[config.mk]
export PLATFORM = sky130hd
export DESIGN_NAME = truth_table_sweeper_flat
export DESIGN_NICKNAME = d
export VERILOG_FILES = /design/src/rtl/truth_table_sweeper_if.sv /design/src/rtl/truth_table_sweeper.sv /design/src/flat_wrapper.sv
export SDC_FILE = /design/constraint.sdc
export NUM_CORES = 1
export LEC_CHECK = 0
export CAP_MARGIN = 20
export CORE_ASPECT_RATIO = 1.25
export CORE_MARGIN = 5
export CORE_UTILIZATION = 56
export DETAILED_ROUTE_END_ITERATION = 12
export GPL_TIMING_DRIVEN = 1
export PLACE_DENSITY = 0.82
export REMOVE_ABC_BUFFERS = 1
export SLEW_MARGIN = 20
export SYNTH_ARGS = -nofsm -noshare
export SYNTH_HDL_FRONTEND = slang
export SYNTH_SLANG_ARGS = --single-unit
[constraint.sdc]
create_clock -name clk -period 2.15 [get_ports clk]
set_input_delay 0.43 -clock clk [delete_from_list [all_inputs] [get_ports clk]]
set_output_delay 0.43 -clock clk [all_outputs]
set_load 0.01 [all_outputs]
[src/rtl/truth_table_sweeper_if.sv]
// Handshake/result bundle between the truth-table sweeper and its controller.
// Carries the optional expected-table input when SWEEP_CHECK_EN is defined.
interface truth_table_sweeper_if #(
   parameter int N_IN = 3
);
   logic                 start;
   logic                 f_in;
   logic [N_IN-1:0]      x_out;
   logic                 busy;
   logic                 done;
   logic [2**N_IN-1:0]   table_out;
   logic                 mismatch;
`ifdef SWEEP_CHECK_EN
   logic [2**N_IN-1:0]   expected;

   modport master (output start, f_in, expected, input x_out, busy, done, table_out, mismatch);
   modport slave  (input start, f_in, expected, output x_out, busy, done, table_out, mismatch);
`else
   modport master (output start, f_in, input x_out, busy, done, table_out, mismatch);
   modport slave  (input start, f_in, output x_out, busy, done, table_out, mismatch);
`endif
endinterface

[src/rtl/truth_table_sweeper.sv]
// Clocked sweep of all 2**N_IN input combinations, capturing f_in into a truth table.
// Optional table comparison against bus.expected is enabled by defining SWEEP_CHECK_EN.
module truth_table_sweeper #(
   parameter int N_IN = 3,
   parameter int HOLD = 20
) (
   input logic                  clk,
   input logic                  rst_n,
   truth_table_sweeper_if.slave bus
);
   localparam int TBL_W  = 2**N_IN;
   localparam int HOLD_W = $clog2(HOLD + 1);
   localparam logic [HOLD_W-1:0] HOLD_LAST = HOLD_W'(HOLD - 1);
   localparam logic [N_IN-1:0]   IDX_LAST  = {N_IN{1'b1}};

   typedef enum logic [1:0] {
      S_IDLE  = 2'd0,
      S_DRIVE = 2'd1,
      S_DONE  = 2'd2
   } state_t;

   state_t              state_r,    state_s;
   logic [N_IN-1:0]     idx_r,      idx_s;
   logic [HOLD_W-1:0]   hold_cnt_r, hold_cnt_s;
   logic [N_IN-1:0]     x_out_r,    x_out_s;
   logic                busy_r,     busy_s;
   logic                done_r,     done_s;
   logic [TBL_W-1:0]    table_r,    table_s;
   logic                mismatch_r, mismatch_s;
   logic [TBL_W-1:0]    captured_s;

   function automatic logic [TBL_W-1:0] set_bit(input logic [TBL_W-1:0] tbl,
                                                input logic [N_IN-1:0]  pos,
                                                input logic             val);
      logic [TBL_W-1:0] res;
      res      = tbl;
      res[pos] = val;
      return res;
   endfunction

   // Next-state and next-output logic for the sweep FSM
   always_comb begin
      state_s    = state_r;
      idx_s      = idx_r;
      hold_cnt_s = hold_cnt_r;
      x_out_s    = x_out_r;
      busy_s     = busy_r;
      done_s     = 1'b0;
      table_s    = table_r;
      mismatch_s = mismatch_r;
      captured_s = set_bit(table_r, idx_r, bus.f_in);

      case (state_r)
         S_IDLE: begin
            if (bus.start) begin
               state_s    = S_DRIVE;
               idx_s      = {N_IN{1'b0}};
               hold_cnt_s = {HOLD_W{1'b0}};
               x_out_s    = {N_IN{1'b0}};
               busy_s     = 1'b1;
               table_s    = {TBL_W{1'b0}};
               mismatch_s = 1'b0;
            end else begin
               state_s = S_IDLE;
               busy_s  = 1'b0;
            end
         end
         S_DRIVE: begin
            busy_s = 1'b1;
            if (hold_cnt_r == HOLD_LAST) begin
               // End of hold window: the capture includes this cycle's f_in
               table_s    = captured_s;
               hold_cnt_s = {HOLD_W{1'b0}};
               if (idx_r == IDX_LAST) begin
                  state_s = S_DONE;
                  busy_s  = 1'b0;
                  done_s  = 1'b1;
                  x_out_s = {N_IN{1'b0}};
`ifdef SWEEP_CHECK_EN
                  mismatch_s = (captured_s != bus.expected);
`else
                  mismatch_s = 1'b0;
`endif
               end else begin
                  idx_s   = idx_r + N_IN'(1);
                  x_out_s = idx_r + N_IN'(1);
               end
            end else begin
               hold_cnt_s = hold_cnt_r + HOLD_W'(1);
            end
         end
         S_DONE: begin
            state_s = S_IDLE;
            busy_s  = 1'b0;
         end
         default: begin
            state_s = S_IDLE;
            busy_s  = 1'b0;
            x_out_s = {N_IN{1'b0}};
         end
      endcase
   end

   // State and output registers
   always_ff @(posedge clk or negedge rst_n) begin
      if (!rst_n) begin
         state_r    <= S_IDLE;
         idx_r      <= {N_IN{1'b0}};
         hold_cnt_r <= {HOLD_W{1'b0}};
         x_out_r    <= {N_IN{1'b0}};
         busy_r     <= 1'b0;
         done_r     <= 1'b0;
         table_r    <= {TBL_W{1'b0}};
         mismatch_r <= 1'b0;
      end else begin
         state_r    <= state_s;
         idx_r      <= idx_s;
         hold_cnt_r <= hold_cnt_s;
         x_out_r    <= x_out_s;
         busy_r     <= busy_s;
         done_r     <= done_s;
         table_r    <= table_s;
         mismatch_r <= mismatch_s;
      end
   end

   assign bus.x_out     = x_out_r;
   assign bus.busy      = busy_r;
   assign bus.done      = done_r;
   assign bus.table_out = table_r;
   assign bus.mismatch  = mismatch_r;
endmodule

[src/flat_wrapper.sv]
// flat-port wrapper written by rule: the top's interface ports become plain ports
module truth_table_sweeper_flat 
#(
   parameter int N_IN = 3,
   parameter int HOLD = 20
)
  (clk, rst_n, bus_start, bus_f_in, bus_x_out, bus_busy, bus_done, bus_table_out, bus_mismatch);
  truth_table_sweeper_if #(.N_IN(N_IN)) bus_i ();
  input logic clk;
  input logic rst_n;
  input wire logic [$bits(bus_i.start)-1:0] bus_start;
  input wire logic [$bits(bus_i.f_in)-1:0] bus_f_in;
  output wire logic [$bits(bus_i.x_out)-1:0] bus_x_out;
  output wire logic [$bits(bus_i.busy)-1:0] bus_busy;
  output wire logic [$bits(bus_i.done)-1:0] bus_done;
  output wire logic [$bits(bus_i.table_out)-1:0] bus_table_out;
  output wire logic [$bits(bus_i.mismatch)-1:0] bus_mismatch;
  assign bus_i.start = bus_start;
  assign bus_i.f_in = bus_f_in;
  assign bus_x_out = bus_i.x_out;
  assign bus_busy = bus_i.busy;
  assign bus_done = bus_i.done;
  assign bus_table_out = bus_i.table_out;
  assign bus_mismatch = bus_i.mismatch;
  truth_table_sweeper #(.N_IN(N_IN), .HOLD(HOLD)) u_core (.clk(clk), .rst_n(rst_n), .bus(bus_i));
endmodule
==> results.sh <==
export IMPL_cellPowerDensity_nw_per_um2=1123
export IMPL_via_count=977
export IMPL_cp_max_fo=16
export IMPL_rsz0062_at_grt="no"
export IMPL_area_growth_pct=15.98
export IMPL_cts_buffer_depth=2
export IMPL_n_fill_cell=155
export IMPL_dp_hpwl_um=1909
export IMPL_finClkSkew_ns=0.003874
export IMPL_avgSynthCellArea_um2=10.65
export IMPL_final_util_pct=68.41
export IMPL_clkSlewWorstSetupHoldPaths_ns=0.13
export IMPL_cts_sinks=23
export IMPL_relSlewSlack_pct=64.52
export IMPL_syn_inst=111
export IMPL_cts_setup_buffers=0
export IMPL_grtUsageTotal_pct=18.37
export IMPL_peakVddDrop_mv=0.7365
export IMPL_fmax_ghz=0.5753
export IMPL_rr_startpoint="u_core.state_r[0]"
export IMPL_wl_met3_um=128
export IMPL_grt_overflow_total=0
export IMPL_clockRootBuffer="clkbuf_4"
export IMPL_cts_tree="done"
export IMPL_met2WireLength_um=1438
export IMPL_wl_met1_um=997
export IMPL_setup_viol=0
export IMPL_start_kind="flip-flop"
export IMPL_die_h_um=61.38
export IMPL_diodes=0
export IMPL_io_pins=18
export IMPL_status="finished clean"
export IMPL_gp_congestion=0.8524
export IMPL_postCtsResizedCells=0
export IMPL_max_cap_viol_count=0
export IMPL_core_area_um2=2004
export IMPL_drv_slew=0
export IMPL_synthDistinctLibCells=31
export IMPL_worstSetupPathType="flip-flop to flip-flop"
export IMPL_die_width_um=51.10
export IMPL_netlist_area_um2=1182
export IMPL_cts_hold_fix_buffers=0
export IMPL_crit_path_start="u_core.state_r[0]"
export IMPL_port_buffers=16
export IMPL_synth_seq_cells=23
export IMPL_ant_nets=0
export IMPL_grt_max_degree=24
export IMPL_top_layer="met4"
export IMPL_layout_drive_gt1_share_pct=7.937
export IMPL_synth_area_leaders="dfrtp_1 49%, o211ai_1 11%, o311ai_1 5.9%"
export IMPL_tns_ns=0
export IMPL_yosysTopAreaCellShare_pct=48.68
export IMPL_ys_seq_area_share_pct=48.68
export IMPL_die_area_um2=3136
export IMPL_grt_pass1_wl_um=4374
export IMPL_antenna_found_initial=0
export IMPL_arrival_ns=1.98
export IMPL_htreeDepth=1
export IMPL_crit_path_end_kind="flip-flop"
export IMPL_insertion_delay_ns=0.31
export IMPL_min_period_over_period_pct=80.84
export IMPL_wire_per_inst_um=17.66
export IMPL_p_leak_nw=0.5402
export IMPL_fin_crit_ns=1.738
export IMPL_synth_top_cell_by_area="dfrtp_1"
export IMPL_cts_buffers=3
export IMPL_tightest_slew_ns=0.5311
export IMPL_dr_pass1_iters=4
export IMPL_layout_nets=134
export IMPL_drt_iter0_drc=45
export IMPL_hold_path_class="primary input to asynchronous set/reset pin"
export IMPL_drt_total_wl_um=2579
export IMPL_rows=18
export IMPL_yosysWarnings=0
export IMPL_vias_per_cell=6.692
export IMPL_hold_violations=0
export IMPL_initial_core_util_pct=58.99
export IMPL_grt_pass1_vias=987
export IMPL_drc=0
export IMPL_crit_required_ns=2.39
power breakdown:
part / total (W) / switching, W / internal (W)
logic: 0.000645 / 0.000327 / 0.000318
clock network: 0.000203 / 0.000134 / 0.0000695
registers: 0.000692 / 0.000144 / 0.000547
layout make-up:
| type | count | area (um2) | share of cell area, % |
|---|---|---|---|
| Clock buffer | 3 | 22.52 | 1.642 |
| Clock inverter | 1 | 5.005 | 0.3650 |
| Inverter | 4 | 15.01 | 1.095 |
| Multi-Input combinational cell | 76 | 545.5 | 39.78 |
| Sequential cell | 23 | 575.6 | 41.97 |
| Tap cell | 20 | 25.02 | 1.825 |
| Timing Repair Buffer | 19 | 182.7 | 13.32 |
worst max-delay path: stages (launching register included):
cell and delay (ns):
dfrtp_1 0.67, nand2b_1 0.37, nor3_2 0.39, mux2i_1 0.24
worst paths after layout:
path,end,slack [ns],cells after the start
max,u_core.idx_r[0],0.41,3
min,u_core.bus.table_out[2],0.45,2
max reg2reg,u_core.idx_r[0],0.41,3
min reg2reg,u_core.bus.x_out[2],0.52,1
max in group asynchronous,u_core.hold_cnt_r[4],1.48,2
min in group clk,u_core.bus.x_out[2],0.52,1
registers in the layout (all words and copies together), names as in the netlist:
name / count
u_core.hold_cnt_r: 5
u_core.bus.table_out: 8
u_core.bus.x_out: 3
u_core.state_r: 2
u_core.bus.done: 1
u_core.idx_r: 3
u_core.bus.busy: 1
cells in the mapped netlist:
| cell type | n |
|---|---|
| buf_2 | 4 |
| mux2i_1 | 2 |
| a21oi_1 | 2 |
| or2_2 | 1 |
| o311ai_1 | 8 |
| o31ai_1 | 1 |
| and3b_1 | 1 |
| nor2_1 | 2 |
| or3b_1 | 1 |
| inv_1 | 4 |
| nand2b_1 | 3 |
| ha_1 | 3 |
| nand2_1 | 9 |
| o22ai_1 | 2 |
| buf_4 | 3 |
| a32o_1 | 2 |
| nand3_1 | 3 |
| nand4bb_1 | 1 |
| o21ai_0 | 2 |
| clkbuf_1 | 1 |
| o21bai_1 | 1 |
| conb_1 | 1 |
| a22o_1 | 2 |
| nand2_4 | 1 |
| nor3_2 | 1 |
| nor2b_1 | 4 |
| o211ai_1 | 18 |
| a31oi_1 | 2 |
| dfrtp_1 | 23 |
| nand4_1 | 2 |
| and4bb_1 | 1 |
layout by cell type, fill, tap and decap left out, drive strengths merged:
master,Yosys,layout
a21oi,2,2
a22o,2,2
a31oi,2,2
a32o,2,2
and3b,1,1
and4bb,1,1
buf,7,3
clkbuf,1,3
clkdlybuf4s50,0,16
clkinv,0,1
conb,1,1
dfrtp,23,23
ha,3,3
inv,4,4
mux2i,2,2
nand2,10,10
nand2b,3,3
nand3,3,3
nand4,2,2
nand4bb,1,1
nor2,2,2
nor2b,4,4
nor3,1,1
o211ai,18,18
o21ai,2,2
o21bai,1,1
o22ai,2,2
o311ai,8,8
o31ai,1,1
or2,1,1
or3b,1,1
kinds of logic (layout without fill, tap and decap cells):
| logic type | Yosys count | in the layout | synth area share (%) |
|---|---|---|---|
| compound gates | 40 | 40 | 25.61 |
| fa+ha+maj | 3 | 3 | 3.175 |
| buf+inv | 12 | 27 | 5.184 |
| flops | 23 | 23 | 48.68 |
| mux | 2 | 2 | 1.693 |
| other cells | 1 | 1 | 0.3172 |
| simple gates | 30 | 30 | 15.34 |
layer usage:
metal  vias to the layer above  GRT usage (%)
met5                         -              0
met4                         0          10.00
met3                         2          3.148
met2                        26          33.33
met1                       494          20.59
li1                        455              -
per-stage QoR:
step	power, W	setup slack [ns]	instance area (um2)	hold slack (ns)	instances
4_1_cts	0.001544	0.4245	1371	0.4528	146
3_3_place_gp	0.001294	0.3007	1344	0.4840	142
6_report	0.001540	0.4119	1371	0.4491	146
5_1_grt	0.001671	0.2552	1371	0.4631	146
3_5_place_dp	0.001345	0.2551	1344	0.4911	142
2_1_floorplan	0.001116	0.5771	1136	0.1344	103
Power figures use the tool's default switching activity.
